**src/rtl/mod_exp_ctrl.sv**
```systemverilog
// Left-to-right square-and-multiply sequencer for base^exponent mod (2^32-1).
// Drives one external mul_mod pipeline, keeping a single multiply in flight.
module mod_exp_ctrl #(
    parameter int MUL_LAT = 3,
    parameter int EXP_W   = 32
) (
    input  logic             axi_aclk,
    input  logic             axi_aresetn,
    input  logic             start,
    input  logic [31:0]      base,
    input  logic [EXP_W-1:0] exponent,
    output logic             busy,
    output logic             done,
    output logic [31:0]      result,
    output logic [31:0]      mul_data_1,
    output logic [31:0]      mul_data_2,
    input  logic [31:0]      mul_mod_data,
    output logic [2:0]       fsm_state
);

    // Handshake: start is a one-cycle request honoured only in IDLE; busy rises the
    // cycle after acceptance and falls on the same edge that raises the one-cycle done.

    localparam int IDX_W = (EXP_W > 1) ? $clog2(EXP_W) : 1;
    localparam int CNT_W = $clog2(MUL_LAT + 1);
    localparam logic [CNT_W-1:0] LAT_CNT = CNT_W'(MUL_LAT);

    localparam logic [2:0] S_IDLE      = 3'd0;
    localparam logic [2:0] S_SCAN      = 3'd1;
    localparam logic [2:0] S_SQR_ISSUE = 3'd2;
    localparam logic [2:0] S_SQR_WAIT  = 3'd3;
    localparam logic [2:0] S_MUL_ISSUE = 3'd4;
    localparam logic [2:0] S_MUL_WAIT  = 3'd5;
    localparam logic [2:0] S_STEP      = 3'd6;
    localparam logic [2:0] S_DONE      = 3'd7;

    logic [2:0]       state;
    logic [31:0]      acc;
    logic [31:0]      b_reg;
    logic [EXP_W-1:0] e_reg;
    logic [IDX_W-1:0] idx;
    logic [IDX_W-1:0] top;
    logic [CNT_W-1:0] wait_cnt;

    // All-ones is the non-canonical encoding of zero modulo 2^32-1.
    function automatic logic [31:0] norm(input logic [31:0] x);
        return (x == 32'hFFFF_FFFF) ? 32'd0 : x;
    endfunction

    function automatic logic [IDX_W-1:0] msb_idx(input logic [EXP_W-1:0] v);
        logic [IDX_W-1:0] m;
        m = '0;
        for (int i = 0; i < EXP_W; i++) begin
            if (v[i]) m = IDX_W'(i);
        end
        return m;
    endfunction

    assign top       = msb_idx(e_reg);
    assign fsm_state = state;

    always_ff @(posedge axi_aclk) begin
        if (!axi_aresetn) begin
            state      <= S_IDLE;
            busy       <= 1'b0;
            done       <= 1'b0;
            result     <= 32'd0;
            mul_data_1 <= 32'd0;
            mul_data_2 <= 32'd0;
            acc        <= 32'd0;
            b_reg      <= 32'd0;
            e_reg      <= '0;
            idx        <= '0;
            wait_cnt   <= '0;
        end else begin
            done <= 1'b0;
            case (state)
                S_IDLE: begin
                    if (start) begin
                        b_reg <= norm(base);
                        e_reg <= exponent;
                        busy  <= 1'b1;
                        state <= S_SCAN;
                    end
                end
                S_SCAN: begin
                    if (e_reg == '0) begin
                        result <= 32'd1;
                        state  <= S_DONE;
                    end else begin
                        acc <= b_reg;
                        if (top == '0) begin
                            result <= b_reg;
                            state  <= S_DONE;
                        end else begin
                            idx   <= top - 1'b1;
                            state <= S_SQR_ISSUE;
                        end
                    end
                end
                S_SQR_ISSUE: begin
                    mul_data_1 <= acc;
                    mul_data_2 <= acc;
                    wait_cnt   <= '0;
                    state      <= S_SQR_WAIT;
                end
                S_SQR_WAIT: begin
                    // Product is valid once MUL_LAT edges have passed since the issue edge.
                    if (wait_cnt == LAT_CNT) begin
                        acc   <= norm(mul_mod_data);
                        state <= e_reg[idx] ? S_MUL_ISSUE : S_STEP;
                    end else begin
                        wait_cnt <= wait_cnt + 1'b1;
                    end
                end
                S_MUL_ISSUE: begin
                    mul_data_1 <= acc;
                    mul_data_2 <= b_reg;
                    wait_cnt   <= '0;
                    state      <= S_MUL_WAIT;
                end
                S_MUL_WAIT: begin
                    if (wait_cnt == LAT_CNT) begin
                        acc   <= norm(mul_mod_data);
                        state <= S_STEP;
                    end else begin
                        wait_cnt <= wait_cnt + 1'b1;
                    end
                end
                S_STEP: begin
                    if (idx == '0) begin
                        result <= acc;
                        state  <= S_DONE;
                    end else begin
                        idx   <= idx - 1'b1;
                        state <= S_SQR_ISSUE;
                    end
                end
                S_DONE: begin
                    done  <= 1'b1;
                    busy  <= 1'b0;
                    state <= S_IDLE;
                end
                default: state <= S_IDLE;
            endcase
        end
    end

endmodule
```
**config.mk**
```make
export PLATFORM = sky130hd
export DESIGN_NAME = mod_exp_ctrl
export DESIGN_NICKNAME = d
export VERILOG_FILES = /design/src/rtl/mod_exp_ctrl.sv
export SDC_FILE = /design/constraint.sdc
export NUM_CORES = 1
export LEC_CHECK = 0
export ABC_AREA = 1
export ABC_CLOCK_PERIOD_IN_PS = 7300
export CAP_MARGIN = 0
export CORE_ASPECT_RATIO = 1.75
export CORE_UTILIZATION = 46
export CTS_CLUSTER_SIZE = 10
export DETAILED_ROUTE_END_ITERATION = 8
export GPL_TIMING_DRIVEN = 0
export PLACE_DENSITY = 0.85
export SLEW_MARGIN = 0
export SYNTH_ARGS = -nofsm -noshare
export SYNTH_HDL_FRONTEND = slang
export SYNTH_SLANG_ARGS = --single-unit
```
**constraint.sdc**
```tcl
create_clock -name axi_aclk -period 7.3 [get_ports axi_aclk]
set_clock_uncertainty 0.1 [all_clocks]
set_input_delay 0.73 -clock axi_aclk [delete_from_list [all_inputs] [get_ports axi_aclk]]
set_output_delay 0.73 -clock axi_aclk [all_outputs]
set_load 0.02 [all_outputs]
```
== After elaboration in Yosys (flattened, before gate mapping) ==
Cells that the tools add are included.

* Bits in registers: 204
* Input bits: 99
* Output and inout port bits: 101

* Add/subtract/negate cells: 3
* $lt $le $gt $ge: 1
* Equal/unequal tests: 20
* Mux-type cells: 60
* Reduce and logical (&&, ||, !) cells: 18

{| class="wikitable"
|+ Operator list
! operator !! count
|-
| two-way mux 32 bit || 7
|-
| one-hot mux 32 bit (2 select lines) || 3
|-
| two-way mux 5 bit || 33
|-
| == test 32 bit, second input constant || 2
|-
| logical NOT 32 bit || 1
|-
| one-hot mux 3 bit (8 select lines) || 1
|-
| two-way mux 3 bit || 6
|-
| != test 2 bit, second input constant || 8
|-
| == test 3 bit, second input constant || 4
|-
| logical NOT 5 bit || 2
|-
| one-hot mux 5 bit (2 select lines) || 1
|-
| nonzero test 2 bit || 5
|-
| subtractor 5 x 1 -> 5 bit, second input constant || 2
|-
| AND reduction 3 bit || 3
|-
| == test 3 x 2 -> 1 bit, second input constant || 2
|-
| < comparator 5 x 6 -> 1 bit, second input constant || 1
|-
| AND reduction 2 bit || 3
|-
| binary-select mux 1 bit (select 5 bit) || 1
|-
| two-way mux 1 bit || 4
|-
| two-way mux 2 bit || 2
|-
| one-hot mux 2 bit (2 select lines) || 1
|-
| AND reduction 4 bit || 1
|-
| OR reduction 2 bit || 2
|-
| == test 3 x 1 -> 1 bit, second input constant || 1
|-
| 6 further kinds || 6
|}

== Logic depth before layout (Yosys ltp) ==
Gate-level depths: netlist of the first run.

* Word-level depth: 35
* Depth in mapped cells: 37

== Worst setup path after synthesis of the first run ==
No wires, ideal clock.

* Path kind: reg2reg
* Start point: register e_reg[2]
* End point: register idx[4]
* Library setup time: 0.119 ns
* Arrival: 2.399 ns
* Required time: 7.081 ns
* Slack: 4.682 ns
* Stages on the path, launching flop included: 38
* Buffers on the path: 0
* Path through: dfxtp_1 -> inv_2 -> nand2_1 -> nand2_1 -> nand2_1 -> nand2_1 -> nand2_1 -> nand2_1 -> nand2_1 -> nand2_1 -> nand2_1 -> nand2_1 -> nand2_1 -> nand2_1 -> nand2_1 -> nand2_1 -> nand2_1 -> nand2_1 -> [2 not listed] -> nand2_1 -> nand2_1 -> nand2_1 -> nand2_1 -> nand2_1 -> nand2_1 -> nand2_1 -> nand2_1 -> nand2_1 -> nand2_1 -> nand2_2 -> nand3_1 -> nand2_1 -> ha_1 -> nand3_1 -> xnor2_1 -> o21ai_0 -> a21oi_1

* Longest elaborated chain between the ends: 34
* Elaborated cells on any way between the ends: 39
* Those cells by class: 1 x add/sub; 2 x eq/ne; 33 x mux; 3 x reduce/logical

{| class="wikitable"
|+ RTL lines
! element !! RTL line !! text
|-
| start: declaration || 40 || <nowiki>logic [EXP_W-1:0] e_reg;</nowiki>
|-
| start signal: assignment || 81 || <nowiki>e_reg <= exponent;</nowiki>
|-
| two-way mux 5 bit (30 in series) || 54 || <nowiki>if (v[i]) m = IDX_W'(i);</nowiki>
|-
| subtractor 5 x 1 -> 5 bit || 96 || <nowiki>idx <= top - 1'b1;</nowiki>
|-
| two-way mux 5 bit || 92 || <nowiki>if (top == '0) begin</nowiki>
|-
| two-way mux 5 bit || 87 || <nowiki>if (e_reg == '0) begin</nowiki>
|-
| one-hot mux 5 bit (2 select lines) || 77 || <nowiki>case (state)</nowiki>
|-
| end signal: assignment || 96 ||
|-
| end signal: assignment || 135 || <nowiki>idx <= idx - 1'b1;</nowiki>
|-
| end: declaration || 41 || <nowiki>logic [IDX_W-1:0] idx;</nowiki>
|}

Parallel ways exist; a longest one is shown, timed or not. The select of a mux whose other input is x is not followed.
A chain may end at the register's enable or synchronous reset.

== Final worst setup path of the first run ==
* Start point: register state[2], in the netlist fsm_state[2]
* End point: register mul_data_2[23]

* Longest elaborated chain between the ends: 2
* Elaborated cells on any way between the ends: 4
* Those cells by class: 2 x eq/ne; 1 x mux; 1 x reduce/logical

{| class="wikitable"
|+ RTL lines
! element !! RTL line !! text
|-
| start: declaration || 37 || <nowiki>logic [2:0] state;</nowiki>
|-
| start signal: assignment || 111 || <nowiki>state <= e_reg[idx] ? S_MUL_ISSUE : S_STEP;</nowiki>
|-
| == test 3 bit / == test 3 x 2 -> 1 bit (equally long branches) || 77 ||
|-
| one-hot mux 32 bit (2 select lines) / nonzero test 2 bit (equally long branches) || - ||
|-
| end signal: assignment || 118 || <nowiki>mul_data_2 <= b_reg;</nowiki>
|-
| end: declaration || 16 || <nowiki>output logic [31:0] mul_data_2,</nowiki>
|}

Parallel ways exist; a longest one is shown, timed or not.

==> results of run 1 <==
## worst paths after layout
check | start | to | slack [ns] | cells past startpoint
worst max-delay path | fsm_state[2] | mul_data_2[23] | 3.98 | 7
worst min-delay path | wait_cnt[1] | wait_cnt[1] | 0.37 | 2
worst max register to register | fsm_state[2] | mul_data_2[23] | 3.98 | 7
worst min register to register | wait_cnt[1] | wait_cnt[1] | 0.37 | 2
## Yosys cell counts, drive strengths merged, types with 2 or more instances
master / number
buf: 6
a221oi: 4
dfxtp: 204
o211ai: 2
o22ai: 4
nor2: 110
ha: 2
o31ai: 5
clkinv: 5
a21oi: 132
o21ai: 194
clkbuf: 85
nand2: 182
nor3: 25
nor4: 10
a211oi: 28
nand3: 54
nand4: 20
a31oi: 65
inv: 88
xnor2: 2
## through the flow
step | utilization, % | area, sq um
floorplan | - | 9036
global placement | 58.97 | 11320
finish | 62.28 | 11960
CTS | 62.28 | 11960
global route | 62.28 | 11960
detailed placement | 58.97 | 11320
## worst min-delay path, stage by stage, from the launching register on
cell and delay (ns):
sky130_fd_sc_hd__dfxtp_1 0.31, sky130_fd_sc_hd__nand2_1 0.06, sky130_fd_sc_hd__a21oi_1 0.05
## kinds of logic after synthesis
| kind of cell | Yosys count | synth area share [%] |
|---|---|---|
| xor gates and xnor gates | 2 | 0.1939 |
| buffers and inverters | 184 | 7.934 |
| and+or+nand+nor | 401 | 19.09 |
| adders and majority gates | 2 | 0.2769 |
| AOI/OAI and AO/OA | 438 | 27.31 |
| DFF | 204 | 45.20 |
## layout make-up
| cell class | count | area (sq um) |
|---|---|---|
| inverter | 93 | 351.6 |
| buffer | 91 | 365.4 |
| fill | 1736 | 7241 |
| multi-input combinational | 843 | 4235 |
| tap | 241 | 301.5 |
| clock inverter | 1 | 7.507 |
| sequential | 204 | 4084 |
| clock buffer | 26 | 629.4 |
| timing repair buffer | 198 | 1982 |
## power by group
group | total [uW] | switching (uW) | internal (uW) | leakage [uW]
combinational | 1130 | 699 | 430 | 0.00246
sequential | 1500 | 178 | 1320 | 0.00167
clock | 1040 | 440 | 600 | 0.000309
## per-layer routing
| layer | vias to the layer above | track usage [%] |
|---|---|---|
| li1 | 4696 | - |
| met1 | 4537 | 34.20 |
| met2 | 634 | 56.74 |
| met3 | 180 | 5.505 |
| met4 | 0 | 24.76 |
| met5 | - | 0 |
==> results.txt, run 1 <==
* WP data arrival: roughly 3.6 ns
- Placed cell count: between 1500 and 2000
- For this run, asynchronously set or reset flops after synthesis account for 0%.
* GRT Residual Overflow: 0
- Clock insertion delay at the later pin of the skew report: around 0.51 ns
* TritonCTS clock tree: yes
* Portion of synthesized cell area occupied by the leading cell type: a little under half
- In this run the tool buffered the top-level ports with around 200 buffer cells.
- Summed over all nets, the half-perimeter wirelength after detailed placement is between 20000 and 30000 um.
- After clock tree synthesis, the clock-pin slew on the worst setup and hold paths is approximately 0.060 ns.
- Die extent in y: 187.4 um
- Uppermost metal layer occupied by signal nets: met4
* Number of buffers created by CTS: 24
* TNS Setup: 0 ns
- Result of the run: completed
- In the final layout, the share of cells above drive strength 1 is around 4.3%.
* Horizontal die dimension: 108.0 um
- Placer congestion estimate: approximately 0.97
- Period utilisation layout: between 40% and 50%
- Setup violation total in the final timing report: 0
* TritonRoute pass-1 iters: 7
- The Yosys step of the flow raised 0 warnings.
- Number of nets in the final layout: about 1600
- Leaving out fill and tap cells, the most frequent cell in the layout is sky130_fd_sc_hd__dfxtp_1.
- Highest net fanout along the worst path: 10
- Fin worst setup slack: about 4.0 ns
- The worst setup path is captured at a flip-flop.
- CTS Hold Bufs: 0
- In this run the number of H-tree levels came out at 1.
* Shortest clock period the worst path allows after layout: 3.316 ns
- Post-CTS timing repair inserted 0 buffers for setup.
- The die covers 0.02023 sq mm.
- I/O pin cnt: 200
- Met3 Wirelength: between 2000 and 3000 um
- Highest-delay cell along the critical path: sky130_fd_sc_hd__clkbuf_1
- Entering global routing, the biggest net connects 12 pins.
- Worst IR Drop VDD: roughly 0.22 mV
- Final hold slack: ~0.37 ns
- Total power: 3666 uW
- Number of distinct standard cells referenced by the synthesized netlist: 36
- Residual DRC count: 0
- Total wire length: about 33000 um
- For this run, the register share of the synthesized area comes to around 45%.
* Post-Syn Area: between 0.009 and 0.01 sq mm
* Number of sinks handled by clock tree synthesis: ~200
- Dividing total power by cell area gives a power density of 306.6 mW/mm^2.
* Buffers and inverters on the worst path: 4
- Final slew viol count: 0
- Wire segments on met2 add up to between 15000 and 20000 um in the final route.
- Total number of vias: 10050
* Synthesis-stage register bit count: just over 200
* Vias in the first global route: a little under 10000
- Cell row count: 67
* Post-DR vias/cell: roughly 5.9
* Static power due to leakage: around 0.0044 uW
- When the netlist entered floorplanning its net count stood at between 1000 and 1500.
- For this run, the number of standard cells in the final layout without fillers is around 1700.
- The tool flagged a number of max-cap violations equal to 0.
* Ant diodes: 0
- The tree is rooted in a sky130_fd_sc_hd__clkbuf_16.
- Setup repair after global routing left no endpoint under its margin.
- Once detail routing completed, the nets flagged for antenna violations numbered 0.
- Based on the critical path, the design can be clocked at up to roughly 300 MHz.
- The area growth from synthesis to layout is 32.32%.
- Counting along the longest clock path gives a buffer depth of 3.
- Gate count of the mapped netlist: between 1000 and 1500
- The detailed router finished its first iteration with ~930 violations.
- Cell type with the largest total area after synthesis: sky130_fd_sc_hd__dfxtp_1
* Wire length of the first global-routing pass: between 50000 and 60000 um
* Worst min-delay path category: reg2reg
- OpenSTA, run right after detailed placement, puts the worst setup slack at 4.100 ns.
- GRT Util Overall: between 30 and 40%
- The critical path goes through inv_1 -> nor2_1 -> clkinv_1 -> nand2_1 -> clkbuf_1 -> clkbuf_1 -> a31oi_1.
- Worst Path Required: roughly 7.6 ns
- Slew headroom: between 40% and 50%
- Endpoints failing hold: 0
- Resize count post-CTS: 0
- In the final routed layout, each cell accounts on average for approximately 19 um.
* Antenna violations before repair: 0
* Startpoint kind of the worst setup timing path: flip-flop
- Worst Tran Pin Value: around 0.8 ns
- Counting stages on the worst path, the most repeated cell is sky130_fd_sc_hd__clkbuf_1.
- In the synthesized netlist the dominant register cell turns out to be sky130_fd_sc_hd__dfxtp_1.
- On the critical path the largest part of the delay comes from buffers and inverters.
- Starting utilization of the core area: 47.07%
- The average instance in the mapped netlist occupies between 7 and 8 sq um.
- Core outline area: 0.01920 sq mm
- On the worst path, the slowest cell contributes a delay of 0.49 ns.
* Most used cells in the layout excluding fill and tap cells: sky130_fd_sc_hd__dfxtp_1 (204), sky130_fd_sc_hd__clkdlybuf4s50_1 (198), sky130_fd_sc_hd__nand2_1 (180)
* Worst Setup Path Type: reg2reg
- Ranked by total cell area, the synthesized netlist is headed by sky130_fd_sc_hd__dfxtp_1 (45%), sky130_fd_sc_hd__o21ai_0 (9.6%), sky130_fd_sc_hd__nand2_1 (7.5%).
* DRT met1 WL: between 10000 and 15000 um
- The synthesized design contains 0 enable-type register cells.
Power figures use the tool's default switching activity.
==> inputs of run 2 (changes only) <==
- ABC_CLOCK_PERIOD_IN_PS: 7300 -> 3400
- clock period: 7.3 -> 3.4 ns (I/O delays scaled with it)
==> results.txt, run 2 (synthesized netlist as in run 1, its figures left out) <==
* Result of the run: completed
- Most common library cell in the layout ignoring fill and taps: sky130_fd_sc_hd__dfxtp_1
- Placed Instance Area: between 0.01 and 0.015 sq mm
- Number of buffer cells added on primary ports: roughly 200
* Area Overhead vs Synth: 32.36%
- The worst pin sits at a relative slew slack of a little over two fifths.
- Reg-to-reg slack, setup: approximately 0.20 ns
- Cell row count: 67
- Max-cap viol count: 0
* Final hold slack: 0.3483 ns
- Timing would allow up to ~310 MHz.
- GRT Residual Overflow: 0
- Horizontal die dimension: about 110 um
* Critical Path Source: fsm_state[2]
- After layout, the minimum clock period comes to 3.198 ns.
- Highest net fanout along the worst path: 10
- Clock insertion delay at the later pin of the skew report: approximately 0.51 ns
* Residual DRC count: 0
* Cell area after layout: ~0.012 sq mm
- Clock slew at the register clock pins of the worst setup and hold paths: 0.06 ns
- Static power due to leakage: approximately 0.0044 uW
* Worst Path Required: about 3.7 ns
* Internal power: roughly 5000 uW
- Core outline area: roughly 0.019 sq mm
- The detail route stage leaves a number of antenna-violating nets equal to 0.
- End of the worst register-to-register path: mul_data_2[23]
* Worst min-delay path category: in2reg
* GRT Util Overall: 32.63%
- Setup violation total in the final timing report: 0
- The wire-length estimate of the detail-placed layout is between 20000 and 30000 um.
- Clk pwr share: between 20% and 30%
- In this run the clock root is driven by a sky130_fd_sc_hd__clkbuf_16.
- Most used cells in the layout excluding fill and tap cells: sky130_fd_sc_hd__dfxtp_1 (204), sky130_fd_sc_hd__clkdlybuf4s50_1 (198), sky130_fd_sc_hd__nand2_1 (179)
* Worst Tran Pin Value: between 0.8 and 0.9 ns
- Power per Cell Area: roughly 660 mW/mm^2
- The worst path uses between 90% and 100% of the clock period.
* R2R depth: 7
- The first detailed-routing pass took 5 iterations.
* Total number of vias: roughly 10000
- The clock net in this run drives a total of about 200 sinks.
* Wire length of the first global-routing pass: between 50000 and 60000 um
* Critical path endpoint: mul_data_2[23]
* Proportion of power drawn by flip-flops and latches: 40.8%
* Worst Setup Path Type: reg2reg
* Final slew viol count: 0
- The die is ~190 um tall.
* Vias in the first global route: just under 10000
- The congestion estimate from routability-driven global placement came to a little under 1.
- Post-DR vias/cell: 5.923
- TritonCTS clock tree: yes
- After the first detailed-routing iteration, the DRC count stood at 934.
- Entering global routing, the biggest net connects 12 pins.
- Number of buffers created by CTS: 24
- Counting along the longest clock path gives a buffer depth of 3.
- Total wire length: approximately 33000 um
- 200 I/O pins were placed.
- TNS Setup: 0 ns
* WP data arrival: roughly 3.5 ns
* Endpoints failing hold: 0
- Setup repair after global routing missed its margin: no
* Worst IR Drop VDD: 0.4750 mV
* Ant diodes: 0
- In this run the critical register-to-register path is launched from fsm_state[2].
- The number of antenna violations at the first check in global routing came to 0.
- STA classifies the critical path startpoint as a flip-flop.
- Starting utilization of the core area: between 40 and 50%
* CTS Hold Bufs: 0
- Cells with a size suffix above 1 make up 4.464% of the layout.
- In this run switching power makes up approximately 36% of total power.
* WL per Instance: 19.40 um
- STA classifies the critical path endpoint as a flip-flop.
- Net Switching: approximately 2800 uW
* Number of nets in the final layout: 1556
- In this run the number of H-tree levels came out at 1.
* Area of the die: 0.02023 sq mm
- Combinational cell fraction of total power: 30.8%
-- run 2: cell types whose count changed in the layout (fill, tap and decap cells not counted) --
| cell | change |
|---|---|
| sky130_fd_sc_hd__o21ai_1 | +1 |
| sky130_fd_sc_hd__clkbuf_1 | -1 |
| sky130_fd_sc_hd__o21ai_0 | -1 |
| sky130_fd_sc_hd__nand2_2 | +1 |
| sky130_fd_sc_hd__nand2_1 | -1 |
| sky130_fd_sc_hd__clkbuf_2 | +1 |
-- run 2: worst min path at each step --
stage / startpoint / to / slack (ns) / cells after the start
3_5_place_dp: wait_cnt[1] / wait_cnt[1] / 0.36 / 2
4_1_cts: axi_aresetn / b_reg[1] / 0.31 / 3
2_1_floorplan: wait_cnt[0] / wait_cnt[0] / 0.33 / 1
6_report: axi_aresetn / b_reg[1] / 0.35 / 3
5_1_grt: axi_aresetn / b_reg[2] / 0.35 / 3
3_3_place_gp: wait_cnt[0] / wait_cnt[0] / 0.35 / 1
-- run 2: power groups by stage --
stage | combinational (uW) | sequential [uW] | clock [uW]
final | 2430 | 3210 | 2230
after global routing | 2660 | 3250 | 2330
after CTS | 2390 | 3190 | 2230
after detailed placement | 2380 | 3240 | 0
after global placement | 2330 | 3230 | 0
after floorplan | 1280 | 3310 | 0
-- run 2: layout make-up --
class                      count  area, sq um
buffer                        91        366.6
clock buffer                  26        629.4
clock inverter                 1        7.507
fill                        1734         7237
inverter                      93        351.6
multi-input combinational    843         4238
sequential                   204         4084
tap                          241        301.5
timing repair buffer         198         1982
-- run 2: timing repair --
action | 4_1_cts | 5_1_grt
setup endpoints to repair | 0 | 11
buffers inserted | 0 | 0
gates resized for setup | 0 | 4
-- run 2: routing by layer --
metal	vias to the layer above	wire length, um	share of wire, %	GRT usage, %
met5	-	0	0	0
met4	0	2611	7.9	24.76
met3	183	2525	7.7	5.505
met2	571	16700	51	56.74
met1	4604	11080	34	34.20
li1	4693	-	-	-
-- run 2: worst max-delay path, cell delays in order, from the launching register on --
cell                       delay [ns]
sky130_fd_sc_hd__dfxtp_1         0.47
sky130_fd_sc_hd__inv_1           0.16
sky130_fd_sc_hd__nor2_1          0.49
sky130_fd_sc_hd__clkinv_1        0.42
sky130_fd_sc_hd__nand2_1         0.44
sky130_fd_sc_hd__clkbuf_2        0.35
sky130_fd_sc_hd__clkbuf_1        0.46
sky130_fd_sc_hd__a31oi_1         0.16
-- run 2: stage by stage --
stage          total power (uW)  util, %  worst slack, ns  std cells
4_1_cts                    7817    62.28           0.2306       1697
2_1_floorplan              4595        -           0.7819       1231
5_1_grt                    8242    62.30          0.02969       1697
3_3_place_gp               5566    58.97           0.2908       1670
3_5_place_dp               5616    58.97           0.2620       1670
6_report                   7879    62.30           0.2021       1697
==> inputs of run 3 (changes only) <==
- CORE_MARGIN: not set -> 3
- CTS_CLUSTER_SIZE: 10 -> 8
==> results.txt, run 3 (synthesized netlist as in run 1, its figures left out) <==
- Cell type with the highest occurrence count on the critical path: sky130_fd_sc_hd__clkbuf_1
- Worst Tran Pin Value: about 1.2 ns
- Clock-pin slew was measured on the worst setup and hold paths at approximately 0.050 ns.
- Buffers and inverters on the worst path: 4
- Worst IR Drop VDD: between 0.4 and 0.5 mV
* Max-cap viol count: 0
- R2R depth: 7
- Buffers inserted to repair hold after CTS numbered 0.
- Vias in the first global route: about 10000
- In this run the critical register-to-register path is launched from fsm_state[2].
* Dpl ws: about 0.12 ns
- H-tree depth: 1
- Highest net fanout along the worst path: 10
- The core region is 0.01920 sq mm.
- Most used cells in the layout excluding fill and tap cells: sky130_fd_sc_hd__dfxtp_1 (204), sky130_fd_sc_hd__clkdlybuf4s50_1 (198), sky130_fd_sc_hd__nand2_1 (179)
- Worst Setup Path Type: reg2reg
- Total number of vias: 10240
- In this design, the largest share of critical-path delay is due to buffers and inverters.
- Cells with a size suffix above 1 make up approximately 4.9% of the layout.
* End of the worst register-to-register path: mul_data_2[29]
* Endpoints failing hold: 0
- Most common library cell in the layout ignoring fill and taps: sky130_fd_sc_hd__dfxtp_1
* Wire length of the first global-routing pass: approximately 53000 um
- Static power due to leakage: around 0.0045 uW
- At the worst endpoint, the arrival time is ~3.6 ns.
- The worst hold path was traced through 3 stages.
* Clock insertion delay at the later pin of the skew report: approximately 0.54 ns
- Summed over all nets, the half-perimeter wirelength after detailed placement is 26240 um.
- The startpoint identified for the worst hold timing path is axi_aresetn.
- Reg-to-reg slack, setup: roughly 0.13 ns
* Post-DR vias/cell: roughly 6.0
- The signal on the critical path passes through inv_1 -> nor2_2 -> clkinv_1 -> nand2_1 -> clkbuf_1 -> clkbuf_1 -> a31oi_1.
- Cell row count: 67
* Startpoint kind of the worst setup timing path: flip-flop
* Antenna violations before repair: 0
- The number of antenna diodes in the final layout is 0.
- STA classifies the critical path endpoint as a flip-flop.
- Maximum number of pins on one net before global-route repair: 15
- The initial utilization of the core area, before any placement, comes to 47.07%.
- Final slew viol count: 0
- In the routed design, unresolved DRC markers number 0.
* Worst min-delay path category: in2reg
- Shortest clock period the worst path allows after layout: between 3 and 4 ns
- Fin worst setup slack: around 0.13 ns
* Placed cell count: 1670
- Dividing the final minimum period by the clock period gives between 90% and 100%.
- Slew headroom: 20.83%
- Clock tree synthesis inserted a total of 29 buffers.
- Result of the run: completed
- The routed design has about 35000 um of wire.
- Highest-delay cell along the critical path: sky130_fd_sc_hd__nand2_1
- Area of the die: roughly 0.021 sq mm
* Non-Filler Instances: around 1700
* Number of nets in the final layout: between 1500 and 2000
- STA puts the critical path data required time at around 3.7 ns.
- Setup violation total in the final timing report: 0
- In this run, the number of DRC markers left after iteration 0 of detailed routing was around 850.
- Horizontal die dimension: ~110 um
- End of the worst hold path: b_reg[1]
- Power per Cell Area: around 680 mW/mm^2
- For this run the aggregate overflow at the end of global routing stands at 0.
- Area Overhead vs Synth: 33.86%
* Number of nets still failing antenna checks after routing: 0
* I/O pin cnt: 200
* Number of sinks handled by clock tree synthesis: between 200 and 250
- In this run the tool buffered the top-level ports with 198 buffer cells.
- Filler cell count in the final layout: 1672
- Root buf cell: sky130_fd_sc_hd__clkbuf_16
* TNS Setup: 0 ns
- Timing would allow up to around 310 MHz.
* Die extent in y: between 150 and 200 um
* TritonCTS clock tree: yes
* TritonRoute pass-1 iters: 9
* Maximum buffer depth of the clock tree: 3
- GRT Util Overall: 31.10%
- Setup repair after global routing could not meet its margin everywhere.
* WL per Instance: 20.29 um
- Longest individual stage delay on the worst path: roughly 0.50 ns
- At the end of routability-driven placement, the weighted congestion stood at just over 1.
## run 3: worst reg2reg max path: stages, from the launching register on
cell	delay [ns]
sky130_fd_sc_hd__dfxtp_1	0.44
sky130_fd_sc_hd__inv_1	0.15
sky130_fd_sc_hd__nor2_2	0.38
sky130_fd_sc_hd__clkinv_1	0.41
sky130_fd_sc_hd__nand2_1	0.50
sky130_fd_sc_hd__clkbuf_1	0.49
sky130_fd_sc_hd__clkbuf_1	0.50
sky130_fd_sc_hd__a31oi_1	0.16
## run 3: worst max path at each step
| stage | from | endpoint | slack [ns] | cells after the start |
|---|---|---|---|---|
| after floorplan | e_reg[2] | idx[4] | 0.78 | 37 |
| after global placement | e_reg[2] | idx[4] | 0.07 | 37 |
| after detailed placement | e_reg[2] | idx[4] | 0.12 | 37 |
| after CTS | e_reg[2] | idx[4] | 0.11 | 37 |
| after global routing | e_reg[2] | idx[4] | -0.03 | 37 |
| final | fsm_state[2] | mul_data_2[29] | 0.13 | 7 |
## run 3: what timing repair did
| action | CTS | global route |
|---|---|---|
| setup buffers | 0 | 0 |
| setup endpoints to repair | 0 | 11 |
| resized for setup | 0 | 5 |
## run 3: through the flow
step	hold slack [ns]	power, uW	area, sq um	utilization [%]
after detailed placement	0.3678	5635	11320	58.97
after floorplan	0.3328	4595	9036	-
after CTS	0.2695	8177	12080	62.95
final	0.3079	8238	12100	63.01
after global placement	0.3495	5589	11320	58.97
after global routing	0.3202	8603	12100	63.01
## run 3: cell type report
| cell class | count | area (sq um) | area share (%) |
|---|---|---|---|
| buffer | 91 | 365.4 | 3.021 |
| clock buffer | 29 | 725.7 | 6.000 |
| clock inverter | 2 | 38.79 | 0.3207 |
| inverter | 93 | 351.6 | 2.907 |
| multi-input combinational | 843 | 4247 | 35.11 |
| sequential | 204 | 4084 | 33.76 |
| tap | 241 | 301.5 | 2.493 |
| timing repair buffer | 198 | 1982 | 16.39 |
## run 3: routing by layer
layer / global-route usage, % / vias up / share of wire (%)
li1: - / 4712 / -
met1: 32.42 / 4674 / 33
met2: 55.87 / 656 / 50
met3: 5.036 / 197 / 8.5
met4: 22.54 / 0 / 8.3
met5: 0 / - / 0
## run 3: where the power goes
group | switching (uW) | internal, uW
registers | 390 | 2830
clock network | 1000 | 1560
logic | 1520 | 927
